--- config.mk ---
export PLATFORM = sky130hd
export DESIGN_NAME = addsub_serial
export DESIGN_NICKNAME = d
export VERILOG_FILES = /design/src/rtl/addsub_pkg.sv /design/src/rtl/addsub_serial_add.sv /design/src/rtl/addsub_serial.sv
export SDC_FILE = /design/constraint.sdc
export NUM_CORES = 1
export LEC_CHECK = 0
export ABC_AREA = 1
export CORE_MARGIN = 8
export CORE_UTILIZATION = 54
export CTS_BUF_LIST = sky130_fd_sc_hd__clkbuf_8
export DETAILED_ROUTE_END_ITERATION = 8
export HOLD_SLACK_MARGIN = 0.05
export PLACE_DENSITY = 0.85
export SKIP_CTS_REPAIR_TIMING = 1
export SYNTH_ARGS = -nofsm -noshare
export SYNTH_HDL_FRONTEND = slang
export SYNTH_SLANG_ARGS = --single-unit
export TNS_END_PERCENT = 5
--- constraint.sdc ---
create_clock -name clk -period 3.48 [get_ports clk]
set_input_delay 0.348 -clock clk [delete_from_list [all_inputs] [get_ports clk]]
set_output_delay 0.348 -clock clk [all_outputs]
set_load 0.005 [all_outputs]
--- src/rtl/addsub_pkg.sv ---
// addsub_pkg: shared state encoding, op codes and slice-count helpers for addsub_serial.
package addsub_pkg;
    typedef enum logic [1:0] {ST_IDLE, ST_RUN, ST_DONE} state_e;
    localparam logic OP_ADD = 1'b0;
    localparam logic OP_SUB = 1'b1;
    function automatic int nslice(input int width, input int slice);
        return width / slice;
    endfunction
    function automatic int idx_w(input int n);
        return (n > 1) ? $clog2(n) : 1;
    endfunction
endpackage

--- src/rtl/addsub_serial_add.sv ---
// add: existing W-bit ripple slice reused by addsub_serial.
module add #(
    parameter int W = 8
) (
    input  logic [W-1:0] a,
    input  logic [W-1:0] b,
    input  logic         cin,
    output logic [W-1:0] s,
    output logic         cout
);
    assign {cout, s} = {1'b0, a} + {1'b0, b} + {{W{1'b0}}, cin};
endmodule

--- src/rtl/addsub_serial.sv ---
// addsub_serial: multi-cycle add/subtract, one SLICE-bit slice per clock with a registered carry.
module addsub_serial
    import addsub_pkg::*;
#(
    parameter int WIDTH = 16,
    parameter int SLICE = 8
) (
    input  logic             clk,
    input  logic             rst,
    input  logic             start,
    input  logic             op,
    input  logic [WIDTH-1:0] a,
    input  logic [WIDTH-1:0] b,
    output logic             busy,
    output logic             done,
    output logic [WIDTH-1:0] result,
    output logic             cout,
    output logic             ovf,
    output logic             zero
);
    localparam int NS = nslice(WIDTH, SLICE);
    localparam int IW = idx_w(NS);
    localparam logic [IW-1:0] LAST = IW'(NS - 1);
    typedef logic [NS-1:0][SLICE-1:0] word_t;
    state_e state_q, state_d;
    logic [IW-1:0] idx_q, idx_d;
    logic carry_q, carry_d;
    word_t opa_q, opa_d, opb_q, opb_d, res_q, res_d;
    logic cout_q, cout_d, ovf_q, ovf_d, zero_q, zero_d;
    logic [SLICE-1:0] s;
    logic co;
    add #(.W(SLICE)) u_add (
        .a   (opa_q[idx_q]),
        .b   (opb_q[idx_q]),
        .cin (carry_q),
        .s   (s),
        .cout(co)
    );
    always_comb begin
        state_d = state_q;
        idx_d   = idx_q;
        carry_d = carry_q;
        opa_d   = opa_q;
        opb_d   = opb_q;
        res_d   = res_q;
        cout_d  = cout_q;
        ovf_d   = ovf_q;
        zero_d  = zero_q;
        if (state_q == ST_RUN) begin
            res_d[idx_q] = s;
            carry_d      = co;
            idx_d        = idx_q + 1'b1;
            if (idx_q == LAST) begin
                state_d = ST_DONE;
                cout_d  = co;
                // opb is already inverted for subtract, so one rule covers both ops
                ovf_d   = (opa_q[NS-1][SLICE-1] == opb_q[NS-1][SLICE-1]) && (s[SLICE-1] != opa_q[NS-1][SLICE-1]);
                zero_d  = res_d == '0;
            end
        end else if (start) begin
            state_d = ST_RUN;
            opa_d   = a;
            opb_d   = (op == OP_SUB) ? ~b : b;
            carry_d = op;
            idx_d   = '0;
        end else if (state_q == ST_DONE) begin
            state_d = ST_IDLE;
        end
    end
    always_ff @(posedge clk or posedge rst) begin
        if (rst) begin
            state_q <= ST_IDLE;
            idx_q   <= '0;
            carry_q <= 1'b0;
            opa_q   <= '0;
            opb_q   <= '0;
            res_q   <= '0;
            cout_q  <= 1'b0;
            ovf_q   <= 1'b0;
            zero_q  <= 1'b0;
        end else begin
            state_q <= state_d;
            idx_q   <= idx_d;
            carry_q <= carry_d;
            opa_q   <= opa_d;
            opb_q   <= opb_d;
            res_q   <= res_d;
            cout_q  <= cout_d;
            ovf_q   <= ovf_d;
            zero_q  <= zero_d;
        end
    end
    assign busy   = state_q == ST_RUN;
    assign done   = state_q == ST_DONE;
    assign result = res_q;
    assign cout   = cout_q;
    assign ovf    = ovf_q;
    assign zero   = zero_q;
endmodule

==> flow_summary_export.csv, run 1 <==
group,metric,value,unit
power_and_ir_drop,power,3.640,mW
logic_synthesis,ys_top_cells_by_area,"dfrtp_1 47%, nand2_1 18%, o21ai_0 6.9%, inv_1 5.0%, ha_1 3.0%",
power_and_ir_drop,seqPwrFrac,31.3,%
outcome,status,"completed",
logic_synthesis,yosys.area.top_type_share,46.55,%
logic_synthesis,yosys.area.top_type,"dfrtp_1",
power_and_ir_drop,pwr-share-clk,10.4,%
critical_path,crit_arrival,3.05,ns
critical_path,cp_slowest_cell,"dfrtp_1",
power_and_ir_drop,p_comb_share,58.3,%
sta,hold_viol,0,
critical_path,crit_path_end_kind,"flip-flop",
floorplan,die_h,90.00,um
final_layout,area_growth,22.77,%
cts,clk_pin_slew_worst_paths,0.09,ns
final_layout,antennaDiodeCount,0,
cts,clockBufferDepth,2,
final_layout,fin_nets,471,
critical_path,crit_required,3.73,ns
critical_path,slowest_delay,0.61,ns
logic_synthesis,synth_fp_nets,421,
logic_synthesis,syn_area_per_cell,7.863,um^2
final_layout,multi_input_area,1331,um^2
power_and_ir_drop,p_leak,1.793,nW
global_routing,grt_pass1_wl,11280,um
global_routing,grt_overflow_total,0,
power_and_ir_drop,ir_drop,0.4453,mV
power_and_ir_drop,p_sw,1.677,mW
global_routing,grt_max_degree,56,
sta,fin_crit,2.796,ns
run,drv_cap,0,
logic_synthesis,synth_cell_types,29,
logic_synthesis,synth_warnings,0,
global_routing,antenna_found_initial,0,
drt,drtIter0Drc,129,
logic_synthesis,synthCells,376,
power_and_ir_drop,p_int,1.963,mW
logic_synthesis,synth_ff_type,"dfrtp_1",
power_and_ir_drop,switching_share,46.07,%
cts,h-tree-depth,2,
sta,rsz0062_at_grt,"no",
logic_synthesis,netlist_area,2957,um^2
critical_path,crit_top_cell,"nand2_1",
critical_path,cp_cell_sequence,"buf_4, nand2_1, o21ai_0, fa_1, inv_1, fa_1, nor2_1, nand2_1, nor2_1, nand2_1, nor2_1, nand3_1, nor2_1, nand2_1, nand2_1",
drt,via_per_inst,5.024,
global_routing,first_global_vias,2535,
placed_design,gp_congestion,0.8535,
logic_synthesis,synth_edf_count,0,
critical_path,path_class,"reg2reg",
sta,finalSetupViolations,0,
critical_path,critPathLaunchType,"flip-flop",
drt,drt-total-wl,6306,um
global_routing,gr-usage-all-layers,16.32,%
floorplan,coreArea,5405,um^2
power_and_ir_drop,p_per_area,1003,nW/um^2
floorplan,dieArea,8099,um^2
final_layout,seq_area,1376,um^2
floorplan,io_pins,57,
critical_path,critPathMaxFanout,19,
sta,post-route-period-util,80.33,%
cts,cts_made_buffers,5,
logic_synthesis,ys_seq_area_share,46.55,%
critical_path,critPathBufInv,2,
floorplan,rows,27,
final_layout,fin_area,3630,um^2
sta,fin_ws,0.6844,ns
drt,detailedRoute.firstPassIterationCount,4,
drt,routed-via-count,2507,
drt,ant_nets,0,
floorplan,die_w,90.00,um
sta,max_slew_margin,27.07,%
placed_design,io_buffers,56,
sta,tightest_slew,1.092,ns
sta,fmax,357.7,MHz
critical_path,cp_top_family,"adder cells",
cts,clock_latency,0.31,ns
drt,wl_per_cell,12.64,um
cts,cts_sinks,55,
final_layout,layout-drive-gt1-share,5.855,%
final_layout,nFillCells,488,
placed_design,dp_hpwl,4904,um
cts,cts_tree,"yes",
drt,drcViolationCount,0,
logic_synthesis,synth-seq-cells,55,
placed_design,dpl_cell_area,3530,um^2
cts,root_buffer,"clkbuf_8",
placed_design,dp_slack,0.7221,ns
sta,fin_setup_tns,0,ns
sta,skew,0.003267,ns
logic_synthesis,async_reset_ff_share,100.0,%
sta,drv_slew,0,
hold_path,min_path_type,"reg2reg",
floorplan,start_util,54.70,%
==> worst register-to-register path, delay by kind of cell, from the launching register on <==
family	cells	cell delay [ns]
fa+ha+maj	2	0.86
simple gates	10	0.73
flops	1	0.61
buf+inv	2	0.43
compound gates	1	0.11
==> final cells by class <==
type,count,area share [%]
inverter,43,4.516
clock buffer,7,2.654
tap,72,2.482
clock inverter,1,0.1034
timing repair buffer,57,15.65
multi-input combinational,264,36.68
sequential,55,37.92
==> cell usage after synthesis, types with 2 or more instances <==
master / count
buf_4: 5
buf_2: 5
a21oi_1: 4
nor2_4: 2
dfrtp_1: 55
nand2_2: 5
inv_1: 39
clkbuf_1: 3
o21ai_1: 11
xnor2_1: 7
inv_2: 3
ha_1: 7
nand3b_1: 2
xor2_1: 9
o21ai_0: 41
fa_1: 2
nand3_1: 12
nor2_1: 14
nand2_1: 140
==> logic make-up (layout without fill, tap and decap cells) <==
group | count (synthesis) | count (layout) | synth area share, %
fa+ha+maj | 9 | 9 | 4.316
compound gates | 58 | 58 | 10.03
flops | 55 | 55 | 46.55
simple gates | 181 | 181 | 25.94
buf+inv | 57 | 108 | 8.422
xor+xnor | 16 | 16 | 4.740
==> power by group through the flow <==
stage | clock, mW | sequential [mW] | combinational (mW)
floorplan | 0 | 1.09 | 1.56
global placement | 0 | 1.13 | 2.04
detailed placement | 0 | 1.15 | 2.12
CTS | 0.387 | 1.14 | 2.13
global route | 0.411 | 1.18 | 2.44
finish | 0.379 | 1.14 | 2.12
==> final timing paths <==
check                      depth (start not counted)      start  slack, ns    endpoint
min in group asynchronous                          2        rst       0.62   result[3]
min reg2reg                                        2  opa_q[13]       0.49   opa_q[13]
max                                               15      idx_q       0.68        zero
max in group asynchronous                          2        rst       2.18  state_q[1]
min                                                2  opa_q[13]       0.49   opa_q[13]
max reg2reg                                       15      idx_q       0.68        zero
==> cells in the final DEF, fill, tap and decap left out, types with 9 or more instances in the layout <==
cell / n
nand3_1: 12
o21ai_1: 11
nor2_1: 14
inv_1: 39
xor2_1: 9
nand2_1: 140
o21ai_0: 41
dfrtp_1: 55
clkdlybuf4s50_1: 56
==> registers in the layout, summed over array words and instances (netlist names) <==
register	flops
result	16
cout	1
opa_q	16
opb_q	16
ovf	1
state_q	2
carry_q	1
zero	1
idx_q	1
==> layer usage <==
| layer | part of all wire, % | global-route usage (%) |
|---|---|---|
| met2 | 48 | 28.16 |
| met1 | 44 | 18.80 |
| met4 | 1.8 | 5.687 |
| met3 | 6.2 | 4.738 |
| met5 | 0 | 0 |
==> per-stage QoR <==
step | utilization (%) | hold WS [ns] | std cells
floorplan | - | 0.4367 | 376
global placement | 65.30 | 0.4622 | 491
detailed placement | 65.30 | 0.4673 | 491
CTS | 67.15 | 0.4903 | 499
global route | 67.15 | 0.5195 | 499
finish | 67.15 | 0.4871 | 499
Note: power is estimated with default switching activity, not from simulation.
==> run 2: changes to the inputs <==
- CORE_UTILIZATION: 54 -> 49
- PLACE_DENSITY: 0.85 -> 0.81
- clock period: 3.48 -> 2.5 ns (I/O delays scaled with it)
==> flow_summary_export.csv, run 2 (synthesized netlist as in run 1, its figures left out) <==
group,metric,value,unit
outcome,status,"completed",
final_layout,layout-drive-gt1-share,7.425,%
global_routing,antenna_found_initial,0,
floorplan,die_h,93.68,um
critical_path,crit_path_end_kind,"flip-flop",
final_layout,seq_area,1378,um^2
final_layout,layout_common_cells,"140 x nand2_1, 56 x clkdlybuf4s50_1, 54 x dfrtp_1",
sta,fin_setup_tns,0,ns
critical_path,critPathLaunchType,"flip-flop",
critical_path,critPathMaxFanout,6,
drt,drt-total-wl,6482,um
hold_path,min_path_type,"in2async",
placed_design,dp_slack,0.2191,ns
final_layout,layout.cells.most_common,"nand2_1",
final_layout,antennaDiodeCount,0,
power_and_ir_drop,p_leak,1.814,nW
drt,drcViolationCount,0,
run,drv_cap,0,
global_routing,gr-usage-all-layers,15.60,%
critical_path,crit_top_cell,"nand2_1",
floorplan,coreArea,5886,um^2
drt,ant_nets,0,
cts,cts_sinks,55,
sta,max_slew_margin,74.14,%
drt,wl_per_cell,12.81,um
global_routing,first_global_vias,2489,
sta,finalSetupViolations,0,
final_layout,nFillCells,548,
floorplan,rows,28,
cts,clockBufferDepth,2,
cts,cts_made_buffers,5,
cts,clk_pin_slew_worst_paths,0.09,ns
final_layout,multi_input_area,1334,um^2
placed_design,gp_congestion,0.8342,
final_layout,fin_nets,475,
sta,hold-worst-slack,0.3183,ns
critical_path,crit_required,2.75,ns
sta,skew,0.003746,ns
critical_path,slowest_delay,0.45,ns
critical_path,cp_slowest_cell,"dfrtp_2",
sta,fin_crit,2.218,ns
cts,h-tree-depth,2,
drt,via_per_inst,4.838,
cts,clock_latency,0.30,ns
sta,rsz0062_at_grt,"no",
sta,tightest_slew,0.3875,ns
global_routing,grt_max_degree,56,
global_routing,grt_pass1_wl,11240,um
sta,hold_viol,0,
floorplan,io_pins,57,
floorplan,start_util,50.23,%
sta,fin_ws,0.2820,ns
power_and_ir_drop,p_per_area,1393,nW/um^2
power_and_ir_drop,ir_drop,0.5841,mV
sta,drv_slew,0,
sta,post-route-period-util,88.72,%
critical_path,cp_cell_sequence,"nand2_1, o21ai_0, fa_2, inv_2, fa_1, nor2_1, nand2_1, nor2_1, nand2_1, nor2_1, nand3_1, nor2_1, nand2_1, nand2_1",
cts,root_buffer,"clkbuf_8",
floorplan,dieArea,8775,um^2
cts,cts_tree,"yes",
sta,fmax,450.8,MHz
drt,routed-via-count,2448,
drt,drtIter0Drc,141,
floorplan,die_w,93.68,um
critical_path,crit_arrival,2.47,ns
drt,detailedRoute.firstPassIterationCount,4,
final_layout,area_growth,24.46,%
placed_design,io_buffers,56,
global_routing,grt_overflow_total,0,
critical_path,path_class,"reg2reg",
placed_design,dp_hpwl,4953,um
run 2: worst max-delay path: cells and delay by family, from the launching register on:
kind	cells	cell delay, ns
compound gates	1	0.11
simple gates	10	0.71
buf+inv	1	0.08
fa+ha+maj	2	0.79
flops	1	0.45
run 2: cell type report:
cell class	count	share of cell area, %
clock inverter	1	0.1020
sequential	55	37.44
timing repair buffer	61	16.59
tap	75	2.550
clock buffer	7	2.618
multi-input combinational	264	36.25
inverter	43	4.454
run 2: metal layers:
layer,wire [um],up-vias,global-route usage [%]
li1,-,1266,-
met1,3048,1112,19.76
met2,3020,62,26.26
met3,335,8,3.197
met4,77,0,4.359
met5,0,-,0
run 2: power breakdown:
part           internal, mW  switching [mW]
Combinational          1.21            1.84
Sequential             1.32           0.238
Clock                 0.249           0.278
Total                  2.77            2.35
run 2: metrics by stage:
stage	util, %	instances	total power, mW	instance area (um^2)
6_report	62.52	506	5.126	3680
5_1_grt	62.52	506	5.651	3680
4_1_cts	62.46	506	5.130	3676
3_5_place_dp	60.76	498	4.575	3576
3_3_place_gp	60.76	498	4.450	3576
2_1_floorplan	-	376	3.683	2957
run 2: final timing paths:
path	slack, ns	cells past startpoint	startpoint	endpoint
setup / recovery	0.28	14	idx_q	zero
hold / removal	0.32	3	rst	ovf
setup reg to reg	0.28	14	idx_q	zero
hold reg to reg	0.48	2	opa_q[14]	opa_q[14]
max in group asynchronous	1.94	3	rst	idx_q
min in group clk	0.48	3	a[10]	opa_q[10]
==> run 3: changes to the inputs <==
- REMOVE_ABC_BUFFERS: unset -> 1
- TNS_END_PERCENT: 5 -> 10
==> flow_summary_export.csv, run 3 (synthesized netlist as in run 1, its figures left out) <==
group,metric,value,unit
outcome,status,"completed",
cts,cts_made_buffers,5,
drt,drt-total-wl,6235,um
sta,fmax,456.6,MHz
sta,hold_viol,0,
floorplan,rows,28,
floorplan,die_h,93.68,um
power_and_ir_drop,p_leak,1.815,nW
drt,detailedRoute.firstPassIterationCount,4,
drt,ant_nets,0,
global_routing,antenna_found_initial,0,
placed_design,dp_hpwl,4864,um
global_routing,grt_max_degree,29,
final_layout,fin_area,3681,um^2
critical_path,crit_required,2.76,ns
critical_path,r2r_setup_slack,0.31,ns
critical_path,path_class,"reg2reg",
sta,finalSetupViolations,0,
sta,hold-worst-slack,0.3260,ns
hold_path,min_path_type,"in2async",
critical_path,cp_slowest_cell,"dfrtp_1",
cts,h-tree-depth,2,
drt,via_per_inst,4.852,
sta,fin_ws,0.3100,ns
critical_path,crit_arrival,2.45,ns
floorplan,start_util,50.23,%
run,drv_cap,0,
final_layout,layout-drive-gt1-share,7.425,%
final_layout,area_growth,24.50,%
drt,routed-via-count,2455,
cts,cts_sinks,55,
cts,root_buffer,"clkbuf_8",
final_layout,layout.cells.most_common,"nand2_1",
sta,tightest_slew,0.5958,ns
final_layout,fin_util,62.54,%
critical_path,crit_top_cell,"nand2_1",
cts,clock_latency,0.31,ns
critical_path,critPathMaxFanout,6,
global_routing,grt_pass1_wl,10900,um
sta,fin_crit,2.190,ns
final_layout,antennaDiodeCount,0,
cts,cts_tree,"yes",
global_routing,grt_overflow_total,0,
critical_path,critPathLaunchType,"flip-flop",
floorplan,coreArea,5886,um^2
final_layout,fin_nets,475,
cts,clockBufferDepth,2,
placed_design,dpl_cell_area,3576,um^2
sta,post-route-period-util,87.60,%
final_layout,layout_common_cells,"140 x nand2_1, 56 x clkdlybuf4s50_1, 55 x dfrtp_1",
placed_design,gp_congestion,0.7998,
floorplan,die_w,93.68,um
drt,wl_per_cell,12.32,um
global_routing,first_global_vias,2520,
power_and_ir_drop,p_per_area,1382,nW/um^2
placed_design,io_buffers,56,
global_routing,gr-usage-all-layers,15.15,%
cts,clk_pin_slew_worst_paths,0.10,ns
drt,drtIter0Drc,109,
sta,max_slew_margin,60.22,%
sta,rsz0062_at_grt,"no",
floorplan,dieArea,8775,um^2
sta,skew,0.007453,ns
power_and_ir_drop,ir_drop,0.6336,mV
drt,drcViolationCount,0,
critical_path,cp_cell_sequence,"nand2_1, o21ai_0, fa_2, inv_2, fa_1, nor2_1, nand2_1, nor2_1, nand2_1, nor2_2, nand3_1, nor2_1, nand2_1, nand2_1",
critical_path,slowest_delay,0.44,ns
floorplan,io_pins,57,
critical_path,crit_path_end_kind,"flip-flop",
sta,fin_setup_tns,0,ns
sta,drv_slew,0,
placed_design,dp_slack,0.2283,ns
run 3: changes by cell type in the layout (fill, tap and decap cells not counted):
cell / previous run / this run
dfrtp_1: 54 / 55
o21ai_0: 39 / 38
dfrtp_2: 1 / 0
nor2_2: 1 / 2
nor2_1: 14 / 13
o21ai_1: 13 / 14
run 3: layout make-up:
cell class,instances,area [um^2]
Fill cell,532,2205
Sequential cell,55,1376
Multi-Input combinational cell,264,1336
Timing Repair Buffer,61,610.6
Inverter,43,163.9
Clock buffer,7,96.34
Tap cell,75,93.84
Clock inverter,1,3.754
run 3: worst max-delay path, delay by kind of cell, from the launching register on:
kind | cells | cell delay, ns
AOI/OAI and AO/OA | 1 | 0.11
and+or+nand+nor | 10 | 0.75
adders and majority gates | 2 | 0.78
DFF | 1 | 0.44
buffers and inverters | 1 | 0.08
run 3: report_power, final:
part	total (mW)	internal, mW	switching [mW]
clock	0.538	0.250	0.288
sequential	1.54	1.31	0.228
combinational	3.01	1.20	1.81
total	5.09	2.77	2.32
run 3: through the flow:
stage,instances,total power [mW]
floorplan,362,3.592
global placement,498,4.424
detailed placement,498,4.566
CTS,506,5.100
global route,506,5.615
finish,506,5.088
run 3: path summary, 6_finish.rpt:
check,from,end,cells after the start
setup / recovery,idx_q,zero,14
hold / removal,rst,state_q[0],2
setup reg to reg,idx_q,zero,14
hold reg to reg,opa_q[7],opa_q[7],2
max in group asynchronous,rst,opb_q[7],3
min in group clk,a[12],opa_q[12],3
run 3: layer usage:
metal	global-route usage, %	share of wire (%)
met5	0	0
met4	4.491	1.0
met3	3.757	4.9
met2	26.44	48
met1	17.92	46
